<file path="src/rtl/uart_rx_pkg.sv">
//==============================================================================
// Module      : uart_rx_pkg
// Description : Shared types and constants for the Avalon-MM UART receiver:
//               deframer state encoding, register addresses and the bit
//               positions of the STATUS and CONTROL registers.
// Revision    : 1.0 - initial release
//==============================================================================
`default_nettype none

package uart_rx_pkg;

    typedef enum logic [2:0] {
        ST_IDLE   = 3'd0,
        ST_START  = 3'd1,
        ST_DATA   = 3'd2,
        ST_PARITY = 3'd3,
        ST_STOP   = 3'd4
    } rx_state_t;

    // Register map (address 3 aliases DATA)
    localparam logic [1:0] c_addr_data   = 2'd0;
    localparam logic [1:0] c_addr_status = 2'd1;
    localparam logic [1:0] c_addr_ctrl   = 2'd2;
    localparam logic [1:0] c_addr_alias  = 2'd3;

    // STATUS bit positions
    localparam int c_st_full  = 0;
    localparam int c_st_empty = 1;
    localparam int c_st_ovr   = 2;
    localparam int c_st_fe    = 3;
    localparam int c_st_pe    = 4;
    localparam int c_st_busy  = 5;
    localparam int c_st_cnt_lo = 8;

    // CONTROL bit positions
    localparam int c_ctl_en  = 0;
    localparam int c_ctl_irq = 1;
    localparam int c_ctl_w1c = 2;

endpackage

`default_nettype wire

</file>
<file path="src/rtl/uart_rx_sync_fifo.sv">
//==============================================================================
// Module      : uart_rx_sync_fifo
// Description : Show-ahead synchronous FIFO holding received characters.
//               dout always presents the oldest entry; a push and a pop in
//               the same cycle both take effect even when full.
// Ports       : clk, reset_n (async, active-low), push, pop, din[DW-1:0],
//               dout[DW-1:0], full, empty, count[W:0]
// Revision    : 1.0 - initial release
//==============================================================================
`default_nettype none

module uart_rx_sync_fifo #(
    parameter int DW = 8,
    parameter int W  = 4
) (
    input  logic          clk,
    input  logic          reset_n,
    input  logic          push,
    input  logic          pop,
    input  logic [DW-1:0] din,
    output logic [DW-1:0] dout,
    output logic          full,
    output logic          empty,
    output logic [W:0]    count
);

    logic [DW-1:0] r_mem [2**W];
    logic [W-1:0]  r_wr_ptr;
    logic [W-1:0]  r_rd_ptr;
    logic [W:0]    r_count;
    logic          w_do_push;
    logic          w_do_pop;

    assign full      = r_count[W];
    assign empty     = (r_count == '0);
    assign count     = r_count;
    assign dout      = r_mem[r_rd_ptr];
    assign w_do_pop  = pop & ~empty;
    // When full, the slot being written is the one being read out this cycle
    assign w_do_push = push & (~full | w_do_pop);

    always_ff @(posedge clk) begin
        if (w_do_push) begin
            r_mem[r_wr_ptr] <= din;
        end
    end

    always_ff @(posedge clk or negedge reset_n) begin
        if (!reset_n) begin
            r_wr_ptr <= '0;
            r_rd_ptr <= '0;
            r_count  <= '0;
        end else begin
            if (w_do_push) r_wr_ptr <= r_wr_ptr + 1'b1;
            if (w_do_pop)  r_rd_ptr <= r_rd_ptr + 1'b1;
            if (w_do_push && !w_do_pop)      r_count <= r_count + 1'b1;
            else if (!w_do_push && w_do_pop) r_count <= r_count - 1'b1;
        end
    end

endmodule

`default_nettype wire

</file>
<file path="src/rtl/uart_rx_fifo_avmm.sv">
//==============================================================================
// Module      : uart_rx_fifo_avmm
// Description : Avalon-MM UART receiver. Synchronizes rdi, deframes
//               start/8 data/optional parity/stop bits and queues good
//               characters in a 2^W FIFO read through the DATA register.
// Ports       : clk, reset_n (async, active-low), address[1:0], chipselect,
//               read, write, writedata[31:0], readdata[31:0] (1-cycle
//               registered), rdi (serial in, idle high), irq
// Config      : UART_RX_IRQ_EN - when defined, irq is a registered level
//               interrupt; otherwise irq is tied low.
// Revision    : 1.0 - initial release
//==============================================================================
`default_nettype none

module uart_rx_fifo_avmm #(
    parameter int P     = 0,
    parameter int W     = 4,
    parameter int s     = 1,
    parameter int TIMER = 434
) (
    input  logic        clk,
    input  logic        reset_n,
    input  logic [1:0]  address,
    input  logic        chipselect,
    input  logic        read,
    input  logic        write,
    input  logic [31:0] writedata,
    output logic [31:0] readdata,
    input  logic        rdi,
    output logic        irq
);

    import uart_rx_pkg::*;

    localparam int DW = 8 + P;
    localparam int CW = $clog2(TIMER + 1);

    logic          r_rdi_meta, r_rdi_sync, r_rdi_prev;
    rx_state_t     r_state, w_state_nxt;
    logic [CW-1:0] r_cnt, w_cnt_nxt;
    logic          w_tick, w_fall, w_done;
    logic [2:0]    r_bit_idx;
    logic          r_stop_idx;
    logic [7:0]    r_shift;
    logic          r_par, r_fe_pend;
    logic          r_done, r_done_fe, r_done_pe;
    logic          r_ctrl_en, r_ctrl_irq;
    logic          r_ovr, r_fe, r_pe;
    logic [31:0]   r_readdata;
    logic [DW-1:0] w_char, w_dout;
    logic          w_push, w_pop, w_full, w_empty;
    logic [W:0]    w_count;
    logic          w_rd, w_wr, w_is_data, w_good, w_ovr_set, w_w1c;
    logic [31:0]   w_status, w_data_rd, w_rd_mux;
    logic          w_unused;

    // ---------------- input synchronizer ----------------
    always_ff @(posedge clk or negedge reset_n) begin
        if (!reset_n) begin
            r_rdi_meta <= 1'b1;
            r_rdi_sync <= 1'b1;
            r_rdi_prev <= 1'b1;
        end else begin
            r_rdi_meta <= rdi;
            r_rdi_sync <= r_rdi_meta;
            r_rdi_prev <= r_rdi_sync;
        end
    end

    assign w_fall = r_rdi_prev & ~r_rdi_sync;
    // A sample falls exactly "load value" cycles after the counter is loaded
    assign w_tick = (r_cnt == CW'(1));

    // ---------------- deframer FSM ----------------
    always_ff @(posedge clk or negedge reset_n) begin
        if (!reset_n) r_state <= ST_IDLE;
        else          r_state <= w_state_nxt;
    end

    always_comb begin
        w_state_nxt = r_state;
        w_cnt_nxt   = (r_cnt != '0) ? r_cnt - CW'(1) : '0;
        w_done      = 1'b0;
        case (r_state)
            ST_IDLE: begin
                if (r_ctrl_en && w_fall) begin
                    w_state_nxt = ST_START;
                    w_cnt_nxt   = CW'(TIMER / 2);
                end
            end
            ST_START: begin
                if (w_tick) begin
                    w_cnt_nxt   = CW'(TIMER);
                    w_state_nxt = r_rdi_sync ? ST_IDLE : ST_DATA;
                end
            end
            ST_DATA: begin
                if (w_tick) begin
                    w_cnt_nxt = CW'(TIMER);
                    if (r_bit_idx == 3'd7) begin
                        w_state_nxt = (P != 0) ? ST_PARITY : ST_STOP;
                    end
                end
            end
            ST_PARITY: begin
                if (w_tick) begin
                    w_cnt_nxt   = CW'(TIMER);
                    w_state_nxt = ST_STOP;
                end
            end
            ST_STOP: begin
                if (w_tick) begin
                    w_cnt_nxt = CW'(TIMER);
                    if (r_stop_idx == 1'(s - 1)) begin
                        w_state_nxt = ST_IDLE;
                        w_done      = 1'b1;
                    end
                end
            end
            default: w_state_nxt = ST_IDLE;
        endcase
        // Disabling the receiver abandons any frame in progress silently
        if (!r_ctrl_en) begin
            w_state_nxt = ST_IDLE;
            w_done      = 1'b0;
        end
    end

    always_ff @(posedge clk or negedge reset_n) begin
        if (!reset_n) begin
            r_cnt      <= '0;
            r_bit_idx  <= '0;
            r_stop_idx <= 1'b0;
            r_shift    <= '0;
            r_par      <= 1'b0;
            r_fe_pend  <= 1'b0;
            r_done     <= 1'b0;
            r_done_fe  <= 1'b0;
            r_done_pe  <= 1'b0;
        end else begin
            r_cnt  <= w_cnt_nxt;
            r_done <= w_done;
            if (r_state == ST_IDLE) begin
                r_bit_idx  <= '0;
                r_stop_idx <= 1'b0;
                r_fe_pend  <= 1'b0;
            end
            if (w_tick) begin
                case (r_state)
                    ST_DATA: begin
                        r_shift   <= {r_rdi_sync, r_shift[7:1]};
                        r_bit_idx <= r_bit_idx + 3'd1;
                    end
                    ST_PARITY: r_par <= r_rdi_sync;
                    ST_STOP: begin
                        r_fe_pend  <= r_fe_pend | ~r_rdi_sync;
                        r_stop_idx <= 1'b1;
                    end
                    default: ;
                endcase
            end
            // Error status of the finished frame, consumed by the push logic
            if (w_done) begin
                r_done_fe <= r_fe_pend | ~r_rdi_sync;
                r_done_pe <= (P != 0) && ((^r_shift) ^ r_par);
            end
        end
    end

    generate
        if (P != 0) begin : g_par
            assign w_char = DW'({r_par, r_shift});
        end else begin : g_nopar
            assign w_char = DW'(r_shift);
        end
    endgenerate

    // ---------------- FIFO ----------------
    assign w_rd      = chipselect & read;
    assign w_wr      = chipselect & write;
    assign w_is_data = (address == c_addr_data) || (address == c_addr_alias);
    assign w_pop     = w_rd & w_is_data & ~w_empty;
    assign w_good    = r_done & ~r_done_fe & ~r_done_pe;
    assign w_push    = w_good & (~w_full | w_pop);
    assign w_ovr_set = w_good & w_full & ~w_pop;
    assign w_w1c     = w_wr & (address == c_addr_ctrl) & writedata[c_ctl_w1c];

    uart_rx_sync_fifo #(
        .DW (DW),
        .W  (W)
    ) u_fifo (
        .clk     (clk),
        .reset_n (reset_n),
        .push    (w_push),
        .pop     (w_pop),
        .din     (w_char),
        .dout    (w_dout),
        .full    (w_full),
        .empty   (w_empty),
        .count   (w_count)
    );

    // ---------------- registers ----------------
    always_ff @(posedge clk or negedge reset_n) begin
        if (!reset_n) begin
            r_ctrl_en  <= 1'b0;
            r_ctrl_irq <= 1'b0;
            r_ovr      <= 1'b0;
            r_fe       <= 1'b0;
            r_pe       <= 1'b0;
            r_readdata <= '0;
        end else begin
            if (w_wr && (address == c_addr_ctrl)) begin
                r_ctrl_en  <= writedata[c_ctl_en];
                r_ctrl_irq <= writedata[c_ctl_irq];
            end
            // A new event in the same cycle as the clear keeps the flag set
            r_ovr      <= w_ovr_set | (r_ovr & ~w_w1c);
            r_fe       <= (r_done & r_done_fe) | (r_fe & ~w_w1c);
            r_pe       <= (r_done & r_done_pe) | (r_pe & ~w_w1c);
            r_readdata <= w_rd ? w_rd_mux : '0;
        end
    end

    always_comb begin
        w_status                          = '0;
        w_status[c_st_full]               = w_full;
        w_status[c_st_empty]              = w_empty;
        w_status[c_st_ovr]                = r_ovr;
        w_status[c_st_fe]                 = r_fe;
        w_status[c_st_pe]                 = r_pe;
        w_status[c_st_busy]               = (r_state != ST_IDLE);
        w_status[c_st_cnt_lo +: 8]        = 8'(w_count);

        w_data_rd = '0;
        if (!w_empty) begin
            w_data_rd[31]      = 1'b1;
            w_data_rd[DW-1:0]  = w_dout;
        end

        w_rd_mux = w_data_rd;
        if (address == c_addr_status) begin
            w_rd_mux = w_status;
        end else if (address == c_addr_ctrl) begin
            w_rd_mux = {30'd0, r_ctrl_irq, r_ctrl_en};
        end
    end

    assign readdata = r_readdata;

`ifdef UART_RX_IRQ_EN
    logic r_irq;
    always_ff @(posedge clk or negedge reset_n) begin
        if (!reset_n) r_irq <= 1'b0;
        else          r_irq <= r_ctrl_irq & (~w_empty | r_ovr | r_fe | r_pe);
    end
    assign irq = r_irq;
`else
    assign irq = 1'b0;
`endif

    assign w_unused = ^{writedata[31:3], r_par};

endmodule

`default_nettype wire

</file>
<file path="config.mk">
export PLATFORM = sky130hd
export DESIGN_NAME = uart_rx_fifo_avmm
export DESIGN_NICKNAME = d
export VERILOG_FILES = /design/src/rtl/uart_rx_pkg.sv /design/src/rtl/uart_rx_sync_fifo.sv /design/src/rtl/uart_rx_fifo_avmm.sv
export SDC_FILE = /design/constraint.sdc
export NUM_CORES = 1
export LEC_CHECK = 0
export ABC_AREA = 1
export CAP_MARGIN = 10
export CORE_MARGIN = 3
export CORE_UTILIZATION = 40
export CTS_BUF_LIST = sky130_fd_sc_hd__clkbuf_8
export CTS_CLUSTER_SIZE = 16
export DETAILED_ROUTE_END_ITERATION = 12
export GPL_TIMING_DRIVEN = 1
export SLEW_MARGIN = 0
export SYNTH_ARGS = -nofsm -noshare
export SYNTH_HDL_FRONTEND = slang
export SYNTH_SLANG_ARGS = --single-unit
</file>
<file path="constraint.sdc">
create_clock -name clk -period 4.16 [get_ports clk]
set_input_delay 1.248 -clock clk [delete_from_list [all_inputs] [get_ports clk]]
set_output_delay 1.248 -clock clk [all_outputs]
set_load 0.05 [all_outputs]
</file>
Yosys cells after proc, flatten, opt, wreduce, memory -nomap -nowiden
Memories as Yosys holds them, arrays and structs flattened.
Index checks and enable logic that the tools add are counted.
{"block": "op_classes", "add_sub_neg": 6, "eq_ne": 16, "muxes": 36, "bitwise_logic": 28, "reduce_logical": 16}
{"op": "$mux W32", "count": 3}
{"op": "$mux W3", "count": 11}
{"op": "$mux W9", "count": 3}
{"op": "$ne A3 B3 Y1 const B", "count": 7}
{"op": "$pmux W9 S2", "count": 1}
{"op": "$and A1 B1 Y1", "count": 17}
{"op": "$pmux W3 S5", "count": 1}
{"op": "$mux W1", "count": 13}
{"op": "$mux W5", "count": 2}
{"op": "$eq A9 B1 Y1 const B", "count": 1}
{"op": "$reduce_bool A9 Y1", "count": 1}
{"op": "$sub A9 B1 Y9 const B", "count": 1}
{"op": "$add A4 B1 Y4 const B", "count": 2}
{"op": "$mux W8", "count": 1}
{"op": "$reduce_and A7 Y1", "count": 1}
{"op": "$eq A3 B2 Y1 const B", "count": 2}
{"op": "$eq A3 B3 Y1 const B", "count": 2}
{"op": "$not A1 Y1", "count": 6}
{"op": "$add A5 B1 Y5 const B", "count": 1}
{"op": "$logic_not A5 Y1", "count": 1}
{"op": "$or A1 B1 Y1", "count": 5}
{"op": "$sub A5 B1 Y5 const B", "count": 1}
{"op": "$eq A2 B2 Y1 const B", "count": 2}
{"op": "$logic_and A1 B1 Y1", "count": 4}
{"op": "other kinds (12)", "count": 13}
{"block": "totals", "reg_bits": 80, "mem_bits_rw": 128, "in_bits": 40, "output_inout_bits": 33, "word_cells": 123, "n_memories": 1}
{"name": "u_fifo.r_mem", "words": 16, "word_bits": 8, "rd": 1, "rd_clocked_by_memory_dff": 0, "write_ports": 1, "line": "uart_rx_sync_fifo.sv:27", "rtl": "logic [DW-1:0] r_mem [2**W];"}

Depth between registers and ports, before layout
Gate-level depths: netlist of the first run.
{"block": "depth", "ltp_word": 11, "mapped_depth": 18, "mapped_depth_nobuf": 18}

Modules after synthesis
Synthesis of the first run repeated with hierarchy kept, for this count alone.
{"block": "unflattened", "cells_unflattened": 896, "hier_area_um2": 8702.1}
{"mod": "uart_rx_sync_fifo", "instances": 1, "cells_per_inst": 621, "area_each_um2": 6277.3, "seq_area_each_um2": 4169.0}
{"mod": "uart_rx_fifo_avmm", "instances": 1, "cells_per_inst": 275, "area_each_um2": 2424.8, "seq_area_each_um2": 1229.9}

Least setup slack after synthesis of the first run
Ideal clock, no wire load.
{"block": "synth_path", "kind": "input to register", "from": "input port address[0]", "to": "register u_fifo.r_count[4], in the netlist u_fifo.count[4]", "setup_time_ns": 0.065, "arrival_time_ns": 3.159, "required_time_ns": 4.095, "setup_slack_ns": 0.936, "stages": 17, "n_path_buf": 0, "cell_sequence": "inv_1 > ha_1 > inv_1 > nor2_1 > nand2_2 > nand2_1 > nand2_2 > inv_4 > ha_1 > inv_1 > fa_1 > nand2_1 > nand2_1 > a21oi_1 > xor2_1 > nand2_1 > nand2_1"}
{"block": "synth_via", "elab_chain_len": 10}
{"element": "from (decl)", "line": "uart_rx_fifo_avmm.sv:23", "rtl": "input logic [1:0] address,"}
{"element": "$eq A2 B2 Y1 / $logic_not A2 Y1 (equally long branches)", "line": "uart_rx_fifo_avmm.sv:181", "rtl": "assign w_is_data = (address == c_addr_data) || (address == c_addr_alias);"}
{"element": "$logic_or A1 B1 Y1 (*)", "line": "uart_rx_fifo_avmm.sv:181"}
{"element": "$and A1 B1 Y1 (*) (2 in series)", "line": "uart_rx_fifo_avmm.sv:182", "rtl": "assign w_pop = w_rd & w_is_data & ~w_empty;"}
{"element": "$or A1 B1 Y1 / $and A1 B1 Y1 (equally long branches)", "line": "uart_rx_fifo_avmm.sv:184, uart_rx_sync_fifo.sv:38"}
{"element": "$and A1 B1 Y1 / $or A1 B1 Y1 (equally long branches)", "line": "uart_rx_fifo_avmm.sv:184, uart_rx_sync_fifo.sv:40"}
{"element": "$and A1 B1 Y1 (*)", "line": "uart_rx_sync_fifo.sv:40", "rtl": "assign w_do_push = push & (~full | w_do_pop);"}
{"element": "via u_fifo.w_do_push", "line": "uart_rx_sync_fifo.sv:31", "rtl": "logic w_do_push;"}
{"element": "$logic_not A1 Y1", "line": "uart_rx_sync_fifo.sv:57", "rtl": "else if (!w_do_push && w_do_pop) r_count <= r_count - 1'b1;"}
{"element": "$logic_and A1 B1 Y1", "line": "uart_rx_sync_fifo.sv:57"}
{"element": "$reduce_bool A2 Y1 (no source line)"}
{"element": "to (signal assigned)", "line": "uart_rx_sync_fifo.sv:56", "rtl": "if (w_do_push && !w_do_pop) r_count <= r_count + 1'b1;"}
{"element": "to (signal assigned)", "line": "uart_rx_sync_fifo.sv:57"}
{"element": "to (decl)", "line": "uart_rx_sync_fifo.sv:30", "rtl": "logic [W:0] r_count;"}
Mark *: on every way through the listed nets, which the timed path passes. The rest lies on a longest branch.
A chain may end at the register's enable or synchronous reset.

Worst setup path in the final report of the first run
Same ends and word-level chain as after synthesis.

==> results of run 1 <==
==> stage by stage <==
step,setup WS (ns),hold WS (ns)
6_report,0.697,0.364
2_1_floorplan,0.936,0.345
3_3_place_gp,0.216,0.346
5_1_grt,0.402,0.369
4_1_cts,0.707,0.367
3_5_place_dp,0.196,0.353
==> placed cells by master, fill, tap and decap left out, types with 3 or more instances in the layout <==
cell type and instances:
xor2_1 7, nor2_4 3, inv_1 81, a21oi_1 23, nand2_1 131, nor2_1 102
o22ai_1 5, inv_4 5, dfrtp_1 58, clkbuf_8 18, conb_1 19, nand3_1 54
clkinvlp_4 3, dfstp_2 3, o21ai_0 59, clkdlybuf4s50_1 23, nor3_1 5, o211ai_1 12
o21ai_1 16, ha_1 16, a21oi_2 3, buf_4 20, edfxtp_1 128
==> layer usage <==
metal,GRT usage (%),part of all wire [%],up-vias
met5,0,0,-
met4,4.67,0.93,0
met3,3.25,4.4,11
met2,25.0,49,121
met1,21.8,45,2570
li1,-,-,2628
==> area by class of cell <==
| cell class | instances | area, µm² | share of cell area (%) |
|---|---|---|---|
| clock buffers | 18 | 248 | 2.69 |
| flip-flops and latches | 190 | 5400 | 58.7 |
| repair buffers | 44 | 385 | 4.19 |
| clock inverters | 14 | 141 | 1.54 |
| multi-input cells | 475 | 2360 | 25.7 |
| well taps | 270 | 338 | 3.67 |
| inverters | 86 | 328 | 3.56 |
==> power by group through the flow <==
stage               Combinational (mW)  Clock (mW)  Sequential (mW)
floorplan                         1.21           0             2.29
global placement                  1.48           0             2.34
detailed placement                1.51           0             2.34
CTS                               1.51        1.23             2.30
global route                      1.70        1.32             2.33
finish                            1.49        1.20             2.30
==> how the worst min path moves through the flow <==
stage                           from         end  slack, ns  depth (start not counted)
after global placement    r_rdi_meta  r_rdi_sync       0.35                          0
after floorplan           r_rdi_meta  r_rdi_sync       0.35                          0
after global routing      r_rdi_meta  r_rdi_sync       0.37                          0
after detailed placement  r_rdi_meta  r_rdi_sync       0.35                          0
final                     r_rdi_meta  r_rdi_sync       0.36                          0
after CTS                 r_rdi_meta  r_rdi_sync       0.37                          0
==> cells by family after synthesis <==
| family | share of synthesized area, % |
|---|---|
| AOI/OAI and AO/OA | 7.93 |
| xor gates and xnor gates | 1.14 |
| adders and majority gates | 2.64 |
| buffers and inverters | 7.67 |
| DFF | 64.8 |
| muxes | 0.315 |
| other | 0.0450 |
| and+or+nand+nor | 15.5 |
==> sequential cells by signal, summed over array words and instances (netlist names), 3 cells and up, named ones only <==
| signal | flops |
|---|---|
| r_shift | 8 |
| r_state | 3 |
| u_fifo.r_mem | 128 |
| r_bit_idx | 3 |
| r_cnt | 9 |
| readdata | 14 |
| u_fifo.r_rd_ptr | 4 |
| u_fifo.r_wr_ptr | 4 |
| u_fifo.count | 5 |
==> worst max-delay path: stages <==
cell	delay [ns]
clkdlybuf4s50_1	0.48
inv_1	0.05
ha_1	0.26
inv_1	0.03
nor2_1	0.12
nand2_2	0.10
nand2_1	0.13
nand2_2	0.09
inv_4	0.11
ha_1	0.19
inv_1	0.11
fa_1	0.39
nand2_1	0.09
nand2_1	0.05
a21oi_1	0.15
xor2_1	0.15
nand2_1	0.06
nand2_1	0.05
==> out/metrics.yaml, run 1 <==
status: "completed"
synth_cells: 778
viasPerCell: 4.86
finalClockSkew_ns: 0.0117
htree_levels: 4
cts_tree: "done"
antenna_found_initial: 0
port_buffers: 24
worst-setup-path-type: "in -> reg"
first_pass_iters: 5
rows: 52
start_util_pct: 40.9
rsz0062_at_grt: "no"
drc_errors: 0
combPwrFrac_pct: 29.9
cts.clk_slew.worst_paths_ns: 0.10
synth_ff_type: "edfxtp_1"
setup_viol: 0
finalPower_mw: 5.00
internal_power_mw: 3.14
detailed_place_hpwl_um: 10700
ff2ff_path_depth: 16
post-cts-setup-buffers: 0
drive_above_1_share_pct: 9.19
netlist_top_cells_count: "nand2_1 (131), edfxtp_1 (128), nor2_1 (102), inv_1 (80)"
rr_endpoint: "u_fifo.count[3]"
cts_root_buf: "clkbuf_8"
clock-sinks: 190
leakagePower_nw: 3.94
cts_resized: 0
min_path_type: "reg -> reg"
overflow: 0
worstReg2RegStart: "u_fifo.count[4]"
slew_headroom_pct: 42.7
yosys_warnings: 0
cts_buffer_depth: 2
synth_area_um2: 8330
grt_max_degree: 59
cp.arrival_ns: 3.87
end_kind: "flop"
wire_per_inst_um: 15.4
clock_latency_ns: 0.46
crit_path_end: "u_fifo.count[4]"
cp_max_fo: 9
io_pins: 73
synth.top_cell.area_share_pct: 46.1
dpl-instance-area_um2: 8810
yosys.area.top_type: "edfxtp_1"
switching_power_mw: 1.86
syn_avg_cell_area_um2: 10.7
die-height_um: 150
drv_slew: 0
wl_um: 16900
fin_tns_setup_ns: 0
gp_congestion: 0.782
die_width_um: 150
p_seq_share_pct: 46.0
peakVddDrop_mv: 0.230
drv_cap: 0
postRouteAntennaNets: 0
worst_pin_slew_ns: 0.859
dieArea_um2: 22600
final_util_pct: 45.2
r2r_slack_ns: 1.67
finalCriticalPeriod_ns: 3.46
synth_cell_types: 41
final_nets: 871
powerDensity_nw_per_um2: 543
hold_viol_final: 0
design_area_um2: 9200
core-area_um2: 20400
crit_start: "address[0]"
hold_buffers: 0
synth.area.top_cells: "edfxtp_1 (46%), dfrtp_1 (18%), nand2_1 (5.9%)"
fin_crit_sh_pct: 83.2
cp-start-kind: "primary input"
n_fill_cell: 1905
ys_async_sr_fraction_pct: 32.6
fmax_ghz: 0.289
area_growth_pct: 10.4
final_cells: 1097
antenna_cells: 0
cp_data_required_time_ns: 4.57
drt-initial-drc-count: 372
sw_frac_of_total_pct: 37.2
synth_edf_count: 128
grt_pass1_vias: 4980
yosysSeqAreaShare_pct: 64.8
ys_ff_latch: 190
synth_most_common_cell: "nand2_1"
clkPwrFrac_pct: 24.0
vias: 5330
cts_buffers: 17
grt_pass1_wl_um: 26800
placedCellCount: 1065
grt.total_usage_pct: 15.7
Power figures use the tool's default switching activity.
==> run 2, diff against run 1 <==
clock period = 3.2 ns   (was 4.16 ns; I/O delays follow)
==> run 2 against run 1 <==
Compared with the run above: count of clock-buffer cells in the layout is 1 lower; routed wire length up 2.5%; final cell count up 1.1%; global-route usage rose by 0.64 points; non-clock buffer count is 12 higher; hold slack worse by 0.0046 ns.
==> out/metrics.yaml, run 2 (synthesized netlist as in run 1, its figures left out) <==
status: "completed"
n_fill_cell: 1930  # +1.3%
peakVddDrop_mv: 0.343  # +49%
max_stage_delay_ns: 0.47  # about the same
critPathSlowestCell: "clkdlybuf4s50_1"
cts_buffers: 17  # unchanged
cts_tree: "done"
rsz0062_at_grt: "no"
gp_congestion: 0.828  # +5.9%
largest_register_ffs: 128  # unchanged
crit_chain: "clkdlybuf4s50_1, inv_1, ha_1, inv_1, nor2_1, nand2_2, nand2_1, nand2_2, inv_4, ha_1, inv_2, fa_1, nand2_1, nand2_1, a21oi_2, xor2_1, nand2_1, nand2_1"
cp_max_fo: 4  # -5
first_pass_iters: 4  # -1
final_cell_mix: "nand2_1 (131), edfxtp_1 (128), nor2_1 (102)"
grt_pass1_wl_um: 27900  # +4.2%
grt_pass1_vias: 5219  # +4.8%
clock_latency_ns: 0.47  # about the same
final_common_cell: "nand2_1"
cp.arrival_ns: 3.41  # -0.46 ns
worstReg2RegStart: "u_fifo.count[4]"
design_area_um2: 9390  # +2.1%
seq_area_um2: 5400  # unchanged
drc_errors: 0  # unchanged
start_util_pct: 40.9  # unchanged
path_buf_inv: 5  # unchanged
dpl-instance-area_um2: 8920  # +1.2%
drv_slew: 0  # unchanged
finalCriticalPeriod_ns: 3.00
postRouteAntennaNets: 0  # unchanged
min_from: "r_rdi_meta"
port_buffers: 24  # unchanged
cts_buffer_depth: 2  # unchanged
regMostFlops: "u_fifo.r_mem"
path_delay_family: "adder cells"
area_growth_pct: 12.7
hold_viol_final: 0  # unchanged
min_path_type: "reg -> reg"
io_pins: 73  # unchanged
drv_cap: 0  # unchanged
finalPower_mw: 6.85  # +37%
critPathMostFrequentCell: "nand2_1"
vias: 5329  # -0.019%
viasPerCell: 4.81  # -1.1%
overflow: 0  # unchanged
dieArea_um2: 22600  # unchanged
multi_input_comb_area_um2: 2370  # +0.16%
htree_levels: 4  # unchanged
core-area_um2: 20400  # unchanged
grt_max_degree: 74  # +25%
wire_per_inst_um: 15.7  # +1.4%
powerDensity_nw_per_um2: 729  # +34%
fin_crit_sh_pct: 93.7
clock-sinks: 190  # unchanged
leakagePower_nw: 4.05  # +2.8%
cp_data_required_time_ns: 3.61  # -0.96 ns
detailed_place_hpwl_um: 11000  # +2.9%
final_nets: 883  # +1.4%
cp-start-kind: "primary input"
die_width_um: 150  # unchanged
worst_pin_slew_ns: 0.692  # -0.167 ns
crit_start: "address[0]"
setup_viol: 0  # unchanged
wl_um: 17400  # +2.5%
die-height_um: 150  # unchanged
drive_above_1_share_pct: 10.7  # +1.5 points
antenna_cells: 0  # unchanged
fmax_ghz: 0.334
cts_root_buf: "clkbuf_8"
slew_headroom_pct: 53.8  # +11 points
antenna_found_initial: 0  # unchanged
end_kind: "flop"
worst-setup-path-type: "in -> reg"
drt-initial-drc-count: 378  # +1.6%
cts.clk_slew.worst_paths_ns: 0.10  # about the same
final_util_pct: 46.1  # +0.93 points
finalClockSkew_ns: 0.0234  # +0.0116 ns
grt.total_usage_pct: 16.3  # +0.64 points
rows: 52  # unchanged
## run 2: cell types whose count changed in the layout (fill, tap and decap cells not counted), sizes merged
cell / previous run / this run
bufinv: 2 / 6
clkbuf: 18 / 17
clkinv: 6 / 5
buf: 21 / 33
clkinvlp: 3 / 1
## run 2: layout make-up
type / count / share of cell area, %
timing repair buffer: 56 / 5.19
tap: 270 / 3.60
clock inverter: 15 / 2.54
sequential: 190 / 57.5
clock buffer: 17 / 2.49
inverter: 86 / 3.49
multi-input combinational: 475 / 25.2
## run 2: per-stage QoR
step	setup TNS, ns	worst slack [ns]	hold slack [ns]	instances
final	0	0.203	0.360	1109
after global routing	0	0.0303	0.364	1109
after CTS	0	0.164	0.361	1109
after detailed placement	-0.728	-0.332	0.347	1077
after global placement	-0.568	-0.296	0.345	1077
after floorplan	0	0.264	0.345	796
## run 2: power by group
group,internal [mW],switching (mW)
Combinational,0.663,1.44
Clock,1.01,0.845
Sequential,2.75,0.148
Total,4.42,2.43
## run 2: routing by layer
metal / share of wire, % / up-vias / routed length, µm / track usage [%]
met5: 0 / - / 0 / 0
met4: 1.2 / 0 / 202 / 4.99
met3: 3.6 / 11 / 618 / 3.13
met2: 49 / 102 / 8510 / 26.5
met1: 46 / 2560 / 8040 / 22.4
li1: - / 2656 / - / -
## run 2: final timing paths
check                                   to  slack, ns  depth (start not counted)
setup / recovery           u_fifo.count[4]       0.20                         18
max in group asynchronous     r_bit_idx[2]       2.05                          2
hold reg to reg                 r_rdi_sync       0.36                          0
setup reg to reg           u_fifo.count[3]       0.92                         16
hold / removal                  r_rdi_sync       0.36                          0
min in group asynchronous      readdata[7]       0.46                          1
## run 2: what timing repair did
action / CTS / global route
setup endpoints to repair: 0 / 2
buffers inserted: 0 / 0
resized for setup: 0 / 2
hold buffers: 0 / 0
==> run 3, diff against run 2 <==
CTS_CLUSTER_SIZE = 12   (was 16)
==> results of run 3 <==
Final layout, timing and power as in run 2 (identical DEF).
